### config.mk
export PLATFORM = sky130hd
export DESIGN_NAME = activity_tracker
export DESIGN_NICKNAME = d
export VERILOG_FILES = /design/src/rtl/activity_pkg.sv /design/src/rtl/step_edge_detect.sv /design/src/rtl/activity_tracker.sv
export SDC_FILE = /design/constraint.sdc
export NUM_CORES = 1
export LEC_CHECK = 0
export CORE_MARGIN = 8
export CORE_UTILIZATION = 35
export CTS_BUF_LIST = sky130_fd_sc_hd__clkbuf_8
export CTS_CLUSTER_DIAMETER = 80
export DETAILED_ROUTE_END_ITERATION = 16
export GPL_TIMING_DRIVEN = 0
export PLACE_DENSITY = 0.63
export REMOVE_ABC_BUFFERS = 1
export SLEW_MARGIN = 20
export SYNTH_ARGS = -nofsm -noshare
export SYNTH_HDL_FRONTEND = slang
export SYNTH_SLANG_ARGS = --single-unit
export TNS_END_PERCENT = 1
### constraint.sdc
create_clock -name CLK -period 6.4 [get_ports CLK]
set_clock_uncertainty 0.2 [all_clocks]
set_input_delay 0.96 -clock CLK [delete_from_list [all_inputs] [get_ports CLK]]
set_output_delay 0.96 -clock CLK [all_outputs]
set_load 0.02 [all_outputs]
### src/rtl/activity_pkg.sv
// activity_pkg: display encodings and default parameters shared by the activity tracker
package activity_pkg;
  typedef enum logic [1:0] {DISP_STEPS, DISP_DIST, DISP_INIT, DISP_HIGH} disp_mode_e;
  localparam int STEP_W_DEF = 32;
  localparam int RATE_W_DEF = 12;
  localparam int SI_THRESHOLD_DEF = 10000;
  localparam int STEPS_PER_TENTH_DEF = 2048;
  localparam int INIT_WINDOW_DEF = 10;
  localparam int INIT_RATE_DEF = 32;
  localparam int HIGH_RATE_DEF = 64;
  localparam int HIGH_MIN_SEC_DEF = 60;
  localparam int DISP_SEC_DEF = 2;
endpackage

### src/rtl/step_edge_detect.sv
// step_edge_detect: one-cycle strobe on an enabled rising edge of STEP
module step_edge_detect (
  input  logic CLK,
  input  logic RESET_N,
  input  logic ENABLE,
  input  logic STEP,
  output logic STROBE
);
  logic prev;
  // prev tracks STEP even while paused so resuming with STEP high is not a step
  always_ff @(posedge CLK) prev <= RESET_N ? STEP : 1'b0;
  assign STROBE = ENABLE & STEP & ~prev;
endmodule

### src/rtl/activity_tracker.sv
// activity_tracker: step, distance, per-second rate and high-activity tracking with rotating display
module activity_tracker
  import activity_pkg::*;
#(
  parameter int STEP_W = STEP_W_DEF,
  parameter int RATE_W = RATE_W_DEF,
  parameter int SI_THRESHOLD = SI_THRESHOLD_DEF,
  parameter int STEPS_PER_TENTH = STEPS_PER_TENTH_DEF,
  parameter int INIT_WINDOW = INIT_WINDOW_DEF,
  parameter int INIT_RATE = INIT_RATE_DEF,
  parameter int HIGH_RATE = HIGH_RATE_DEF,
  parameter int HIGH_MIN_SEC = HIGH_MIN_SEC_DEF,
  parameter int DISP_SEC = DISP_SEC_DEF
) (
  input  logic              CLK,
  input  logic              RESET_N,
  input  logic              ENABLE,
  input  logic              STEP,
  input  logic              SEC_TICK,
  input  logic              HOLD,
  output logic              SI,
  output logic [STEP_W-1:0] STEP_COUNT,
  output logic [15:0]       DISTANCE,
  output logic [3:0]        INIT_COUNT,
  output logic [15:0]       HIGH_TIME,
  output logic [RATE_W-1:0] LAST_RATE,
  output logic [RATE_W-1:0] PEAK_RATE,
  output logic [1:0]        DISP_MODE,
  output logic [15:0]       DISP_VALUE
);
  localparam int ACC_W = $clog2(STEPS_PER_TENTH + 1);
  localparam logic [ACC_W-1:0] ACC_TOP = ACC_W'(STEPS_PER_TENTH - 1);
  localparam logic [STEP_W-1:0] SI_TH = STEP_W'(SI_THRESHOLD);
  localparam logic [STEP_W-1:0] DISP_CAP = STEP_W'(16'hFFFF);
  localparam logic [RATE_W-1:0] INIT_TH = RATE_W'(INIT_RATE);
  localparam logic [RATE_W-1:0] HIGH_TH = RATE_W'(HIGH_RATE);
  localparam logic [15:0] INIT_WIN = 16'(INIT_WINDOW);
  localparam logic [15:0] HIGH_MIN = 16'(HIGH_MIN_SEC);
  localparam logic [7:0] DISP_TOP = 8'(DISP_SEC - 1);
  logic step, tick;
  logic [ACC_W-1:0] acc;
  logic [RATE_W-1:0] rate;
  logic [15:0] elapsed, run, run_nx, high_add;
  logic [16:0] high_sum;
  logic [7:0] disp_tick;
  disp_mode_e mode;
  step_edge_detect u_edge (
    .CLK(CLK),
    .RESET_N(RESET_N),
    .ENABLE(ENABLE),
    .STEP(STEP),
    .STROBE(step)
  );
  assign tick = ENABLE & SEC_TICK;
  assign run_nx = &run ? run : run + 16'd1;
  // reaching the minimum run credits the whole run at once, then one per second after
  assign high_add = run_nx == HIGH_MIN ? HIGH_MIN : run_nx > HIGH_MIN ? 16'd1 : 16'd0;
  assign high_sum = {1'b0, HIGH_TIME} + {1'b0, high_add};
  assign DISP_MODE = mode;
  always_comb
    DISP_VALUE = mode == DISP_STEPS ? (STEP_COUNT > DISP_CAP ? 16'hFFFF : STEP_COUNT[15:0]) :
                 mode == DISP_DIST  ? DISTANCE :
                 mode == DISP_INIT  ? {12'd0, INIT_COUNT} : HIGH_TIME;
  always_ff @(posedge CLK) begin
    if (!RESET_N) begin
      SI <= 1'b0;
      STEP_COUNT <= '0;
      DISTANCE <= '0;
      INIT_COUNT <= '0;
      HIGH_TIME <= '0;
      LAST_RATE <= '0;
      PEAK_RATE <= '0;
      acc <= '0;
      rate <= '0;
      elapsed <= '0;
      run <= '0;
      disp_tick <= '0;
      mode <= DISP_STEPS;
    end else begin
      SI <= SI | (STEP_COUNT >= SI_TH);
      if (step) begin
        if (!(&STEP_COUNT)) STEP_COUNT <= STEP_COUNT + STEP_W'(1);
        acc <= acc == ACC_TOP ? '0 : acc + ACC_W'(1);
        if (acc == ACC_TOP && !(&DISTANCE)) DISTANCE <= DISTANCE + 16'd1;
      end
      if (tick) begin
        LAST_RATE <= rate;
        rate <= RATE_W'(step);
        if (rate > PEAK_RATE) PEAK_RATE <= rate;
        if (!(&elapsed)) elapsed <= elapsed + 16'd1;
        if (elapsed < INIT_WIN && rate > INIT_TH && !(&INIT_COUNT)) INIT_COUNT <= INIT_COUNT + 4'd1;
        if (rate >= HIGH_TH) begin
          run <= run_nx;
          HIGH_TIME <= high_sum[16] ? 16'hFFFF : high_sum[15:0];
        end else run <= '0;
        if (!HOLD) begin
          disp_tick <= disp_tick == DISP_TOP ? '0 : disp_tick + 8'd1;
          if (disp_tick == DISP_TOP) mode <= disp_mode_e'(mode + 2'd1);
        end
      end else if (step && !(&rate)) rate <= rate + RATE_W'(1);
    end
  end
endmodule
==> metrics, run 1 <==
crit end category=flop; cts hold-fix bufs=0; Post-synth EDFFs=0; first drt pass iteration count=5; setup_tns=0 ns; post-synthesis mux area share=0.02273; placed insts=approximately 1500; max-cap violations=0; worst slew pin tran=~1.1 ns; cts bufs inserted=17; PostCTS Resize Cnt=0; Hold Path Class=flop to flop; non-filler cells, final=1563; final worst-path cycle share=0.7198; root buffer cell=clkbuf_8; Area after DPL=roughly 0.011 mm²; adder-cell share of the synthesized area=0.04330; Final Net Count=1255; Post-Route WL=~27000 µm; number of remaining DRC errors=0; crit path launch type=flop; CTS tree=done; Reg clk slew, reported paths=roughly 0.090 ns; main combinational cell family by area after synthesis=simple AND/OR/NAND/NOR gates; Via density=approximately 5.6; Longest Clk Path Bufs=2; largest net degree at the start of global routing=between 90 and 100; Setup Fix Bufs, Post-CTS=0; die height=178.5 µm; port buffer count=116; fin area=around 0.011 mm²; Total Routing Usage GR=0.1674; Final min period=4.607 ns; first-pass GRT wire length=approximately 44000 µm; number of global-route vias before repair=a little over 8000; leakage power=roughly 3.7 nW; worst skew pair latency=around 0.46 ns; post-synthesis xor/xnor area fraction=0.06346; Initial DRC Count=635; Synth Flop Type=dfxtp_1; worst-path fanout max=11; CP required=between 6 and 7 ns; unrepaired setup endpoints after global routing=false; initial antenna violation count=0; Cells after Synth=approximately 1200; number of max-slew violations in the final report=0; final setup violating endpoints=0; area of the mapped netlist=a little over 0.009 mm²; fmax=217.1 MHz; total global routing overflow=0; outcome=finished clean; IO Pins=117; H-tree Lvls=4; Final Hold Vio Count=0; Synth Area in Compound Gates=0.1916; DIE WIDTH=about 180 µm; Max rail drop VDD=~0.11 mV; total power=approximately 2.0 mW; Vias=8765; layout cells sized above 1=0.04479; mean post-synth cell area=~8 µm²; Worst slew margin=0.2843; synthesis-to-finish area growth=19.33%; Post-Synth Simple-Gate Area=0.2836; post-route ant nets=0; Pwr Density=around 180 mW/mm²; register area share after synthesis=0.3464; detailed placer's ending HPWL=approximately 19000 µm; Rows=between 50 and 60; wire per inst=17.03 µm; async set-reset flop share out of synthesis=0; Initial Utilization=0.3559; diode count=0; synth unique cells=70; Seq cells post-synth=160; final core occ=0.4247; critical path type=flop to flop; GPL Wtd Cong=0.8638; CORE AREA=around 0.026 mm²; fill count=approximately 2700; Die ar.=roughly 0.032 mm²; Synthesis Warnings=0; Clock Sinks=160; Worst EP arrival=4.74 ns
-- worst max-delay path: stages, from the launching register on --
cell,delay [ns]
dfxtp_1,0.49
ha_1,0.33
nand4_1,0.25
nor4_2,0.55
and3_1,0.23
o211ai_1,0.13
nor4_1,0.67
ha_1,0.40
a21oi_1,0.23
o21ai_0,0.11
a21o_1,0.31
a21oi_1,0.46
a21oi_1,0.13
-- metrics by stage --
stage	hold slack (ns)	worst slack (ns)
after CTS	0.2631	1.798
after global placement	0.2433	-2.879
after global routing	0.2820	1.253
after detailed placement	0.2499	1.819
final	0.2575	1.793
after floorplan	0.2492	2.672
-- placed cells by master (no fill, tap or decap), types with 4 or more instances in the layout --
| cell type | instances |
|---|---|
| or3_1 | 11 |
| nand2_1 | 108 |
| nor3b_1 | 13 |
| nor2_1 | 106 |
| a21o_1 | 6 |
| o21a_1 | 4 |
| clkbuf_8 | 17 |
| nand4_1 | 44 |
| nand2b_1 | 13 |
| and2_1 | 10 |
| clkinv_2 | 4 |
| clkdlybuf4s50_1 | 115 |
| xor2_1 | 43 |
| and4_1 | 21 |
| o21ai_0 | 60 |
| and3_1 | 22 |
| dfxtp_1 | 160 |
| a31oi_1 | 19 |
| nand3_1 | 64 |
| a211oi_1 | 28 |
| a211o_1 | 13 |
| nor4_1 | 30 |
| xnor2_1 | 24 |
| inv_1 | 36 |
| o211ai_1 | 16 |
| a41oi_1 | 5 |
| ha_1 | 31 |
| o31ai_1 | 8 |
| bufinv_16 | 6 |
| o2111ai_1 | 4 |
| or4_1 | 9 |
| mux2i_1 | 21 |
| nor3_1 | 16 |
| a21oi_1 | 76 |
-- power by group --
part	switching (mW)	internal, mW	total [mW]
combinational	0.0555	0.0218	0.0774
clock	0.384	0.496	0.880
sequential	0.00471	0.999	1.00
-- layer usage --
metal,vias up,track usage,wire (µm)
met2,226,0.2727,12230
met1,4130,0.2170,12420
li1,4369,-,-
met3,40,0.03154,1348
met5,-,0,0
met4,0,0.06028,624
-- cells in the mapped netlist, types with 11 or more instances --
cell type | count | area share
clkbuf_1 | 54 | 0.022
a211oi_1 | 28 | 0.023
nor3b_1 | 13 | 0.011
nor3_1 | 16 | 0.0087
buf_2 | 11 | 0.0060
inv_1 | 35 | 0.014
nand4_1 | 44 | 0.030
nor2_1 | 106 | 0.043
a211o_1 | 13 | 0.012
mux2i_1 | 21 | 0.023
a21oi_1 | 77 | 0.042
dfxtp_1 | 160 | 0.35
xor2_1 | 43 | 0.041
and4_1 | 21 | 0.020
nand3_1 | 64 | 0.035
or3_1 | 11 | 0.0074
nand2b_1 | 13 | 0.0088
nor4_1 | 30 | 0.020
o21ai_0 | 61 | 0.033
nand2_1 | 108 | 0.044
and3_1 | 22 | 0.015
ha_1 | 32 | 0.043
o211ai_1 | 16 | 0.013
a31oi_1 | 19 | 0.013
xnor2_1 | 24 | 0.023
-- logic make-up after synthesis --
family          count (synthesis)
compound gates                270
simple gates                  493
xor+xnor                       67
fa+ha+maj                      32
flops                         160
buf+inv                       108
mux                            21
-- area by class of cell --
class / count / area (µm²) / share of cell area
Timing Repair Buffer: 119 / 1212 / 0.1099
Multi-Input combinational cell: 883 / 5607 / 0.5080
Clock inverter: 13 / 220.2 / 0.01995
Tap cell: 335 / 419.2 / 0.03798
Sequential cell: 160 / 3203 / 0.2902
Inverter: 36 / 140.1 / 0.01270
Clock buffer: 17 / 234.0 / 0.02120
-- registers in the layout, indices dropped and copies added (netlist names), 4 cells and up --
name        flops
STEP_COUNT     32
DISTANCE       16
HIGH_TIME      16
elapsed        16
run            16
LAST_RATE      12
PEAK_RATE      12
acc            12
rate           12
disp_tick       8
INIT_COUNT      4
-- worst paths after layout --
| kind | startpoint | end | slack, ns | cells after the start |
|---|---|---|---|---|
| worst min register to register | LAST_RATE[8] | LAST_RATE[8] | 0.26 | 2 |
| worst min-delay path | LAST_RATE[8] | LAST_RATE[8] | 0.26 | 2 |
| worst max register to register | run[0] | HIGH_TIME[0] | 1.79 | 12 |
| worst max-delay path | run[0] | HIGH_TIME[0] | 1.79 | 12 |
Note: power is estimated with default switching activity, not from simulation.
==> run 2: changes to the inputs <==
--- a/config.mk
+++ b/config.mk
@@ -11,7 +11,7 @@
 export CTS_CLUSTER_DIAMETER = 80
 export DETAILED_ROUTE_END_ITERATION = 16
 export GPL_TIMING_DRIVEN = 0
-export PLACE_DENSITY = 0.63
+export PLACE_DENSITY = 0.65
 export REMOVE_ABC_BUFFERS = 1
 export SLEW_MARGIN = 20
 export SYNTH_ARGS = -nofsm -noshare
==> constraint.sdc (replaced) <==
create_clock -name CLK -period 4.04 [get_ports CLK]
set_clock_uncertainty 0.2 [all_clocks]
set_input_delay 0.606 -clock CLK [delete_from_list [all_inputs] [get_ports CLK]]
set_output_delay 0.606 -clock CLK [all_outputs]
set_load 0.02 [all_outputs]
==> run 2 against run 1 <==
Against the previous run: utilization increased by 0.54 points; maximum frequency is 22% higher; non-clock buffer count up 6.
==> metrics, run 2 (synthesized netlist as in run 1, its figures left out) <==
Final Hold Vio Count=0; first-pass GRT wire length=43770 µm; port buffer count=roughly 120; final worst-path cycle share=0.9384; fmax=263.8 MHz; fin area=roughly 0.011 mm²; Hold Path Class=flop to flop; CTS tree=done; placed insts=approximately 1500; max reg flops=32; Initial Utilization=0.3559; total power=~3.1 mW; layout cells sized above 1=0.05987; Die ar.=between 0.03 and 0.04 mm²; Clock Sinks=160; Largest Register=STEP_COUNT; final setup violating endpoints=0; Combinational Power Share=0.040; Worst slew margin=0.3572; outcome=finished clean; root buffer cell=clkbuf_8; max-cap violations=0; Rows=just under 60; first drt pass iteration count=5; P_int=~2.3 mW; post-route ant nets=0; crit path launch type=flop; Net Sw Frac=0.2423; DIE WIDTH=178.5 µm; sequential power share=0.518; detailed placer's ending HPWL=around 19000 µm; cts hold-fix bufs=0; Final min period=3.791 ns; number of max-slew violations in the final report=0; number of global-route vias before repair=8347; largest net degree at the start of global routing=98; IO Pins=approximately 120; commonest non-fill, non-tap cell in the layout=dfxtp_1; DP Worst Slack=-0.5666 ns; worst-path fanout max=11; diode count=0; hold_ws=0.2589 ns; worst skew pair latency=~0.46 ns; wire per inst=17.12 µm; synthesis-to-finish area growth=20.86%; Max rail drop VDD=0.1827 mV; Area after DPL=~0.011 mm²; H-tree Lvls=4; final setup margin=0.2490 ns; Worst EP arrival=3.94 ns; setup_tns=0 ns; final core occ=0.4301; Pwr Density=274.5 mW/mm²; worst slew pin tran=0.9585 ns; Total Routing Usage GR=0.1677; crit end category=flop; non-filler cells, final=1571; GPL Wtd Cong=0.8509; CP required=4.19 ns; Post-Route WL=~27000 µm; initial antenna violation count=0; number of remaining DRC errors=0; Vias=8730; most frequent cells in the layout=155 x dfxtp_1, 115 x clkdlybuf4s50_1, 108 x nand2_1; cts bufs inserted=17; Via density=approximately 5.6; CORE AREA=roughly 0.026 mm²; sw power=743.3 µW; Reg clk slew, reported paths=about 0.1 ns; die height=around 180 µm; power share of the clock group=0.442; unrepaired setup endpoints after global routing=false; leakage power=between 3 and 4 nW; critical path type=flop to flop; Longest Clk Path Bufs=2; total global routing overflow=0; Initial DRC Count=674; Final Net Count=between 1000 and 1500
==> run 2: power by group through the flow <==
| stage | logic, mW | registers [mW] | clock network (mW) |
|---|---|---|---|
| global route | 0.134 | 1.59 | 1.45 |
| CTS | 0.123 | 1.59 | 1.38 |
| floorplan | 0.0624 | 1.63 | 0 |
| detailed placement | 0.123 | 1.63 | 0 |
| global placement | 0.117 | 1.63 | 0 |
| finish | 0.121 | 1.59 | 1.36 |
==> run 2: critical path, cell delays in order, from the launching register on <==
cell      delay (ns)
dfxtp_2         0.43
nand4_1         0.42
nor4_4          0.42
and3_1          0.21
o211ai_1        0.19
a2111o_1        0.34
ha_1            0.21
ha_1            0.21
a21oi_1         0.18
o21ai_0         0.11
a21o_2          0.31
nor3b_1         0.19
a311oi_1        0.27
==> run 2: worst paths after layout <==
check	startpoint	end	slack (ns)	depth (start not counted)
max	run[5]	HIGH_TIME[10]	0.25	12
max reg2reg	run[5]	HIGH_TIME[10]	0.25	12
min reg2reg	LAST_RATE[9]	LAST_RATE[9]	0.26	2
min	LAST_RATE[9]	LAST_RATE[9]	0.26	2
==> run 2: cell type report <==
| cell class | instances | area, µm² |
|---|---|---|
| Clock buffer | 19 | 261.5 |
| Clock inverter | 13 | 185.2 |
| Fill cell | 2639 | 14810 |
| Inverter | 36 | 140.1 |
| Multi-Input combinational cell | 883 | 5699 |
| Sequential cell | 160 | 3209 |
| Tap cell | 335 | 419.2 |
| Timing Repair Buffer | 125 | 1262 |
==> run 2: what timing repair did <==
item,4_1_cts,5_1_grt
setup buffers,2,4
gates resized for setup,8,12
cloned,0,0
setup endpoints to repair,17,19
hold endpoints to repair,0,0
pin swaps,2,4
==> run 2: metal layers <==
layer  share of wire  GRT usage  vias up  wire length, µm
li1                -          -     4382                -
met1            0.47     0.2175     4119            12590
met2            0.47     0.2746      197            12520
met3           0.048    0.03556       32             1298
met4           0.018    0.05064        0              486
met5               0          0        -                0
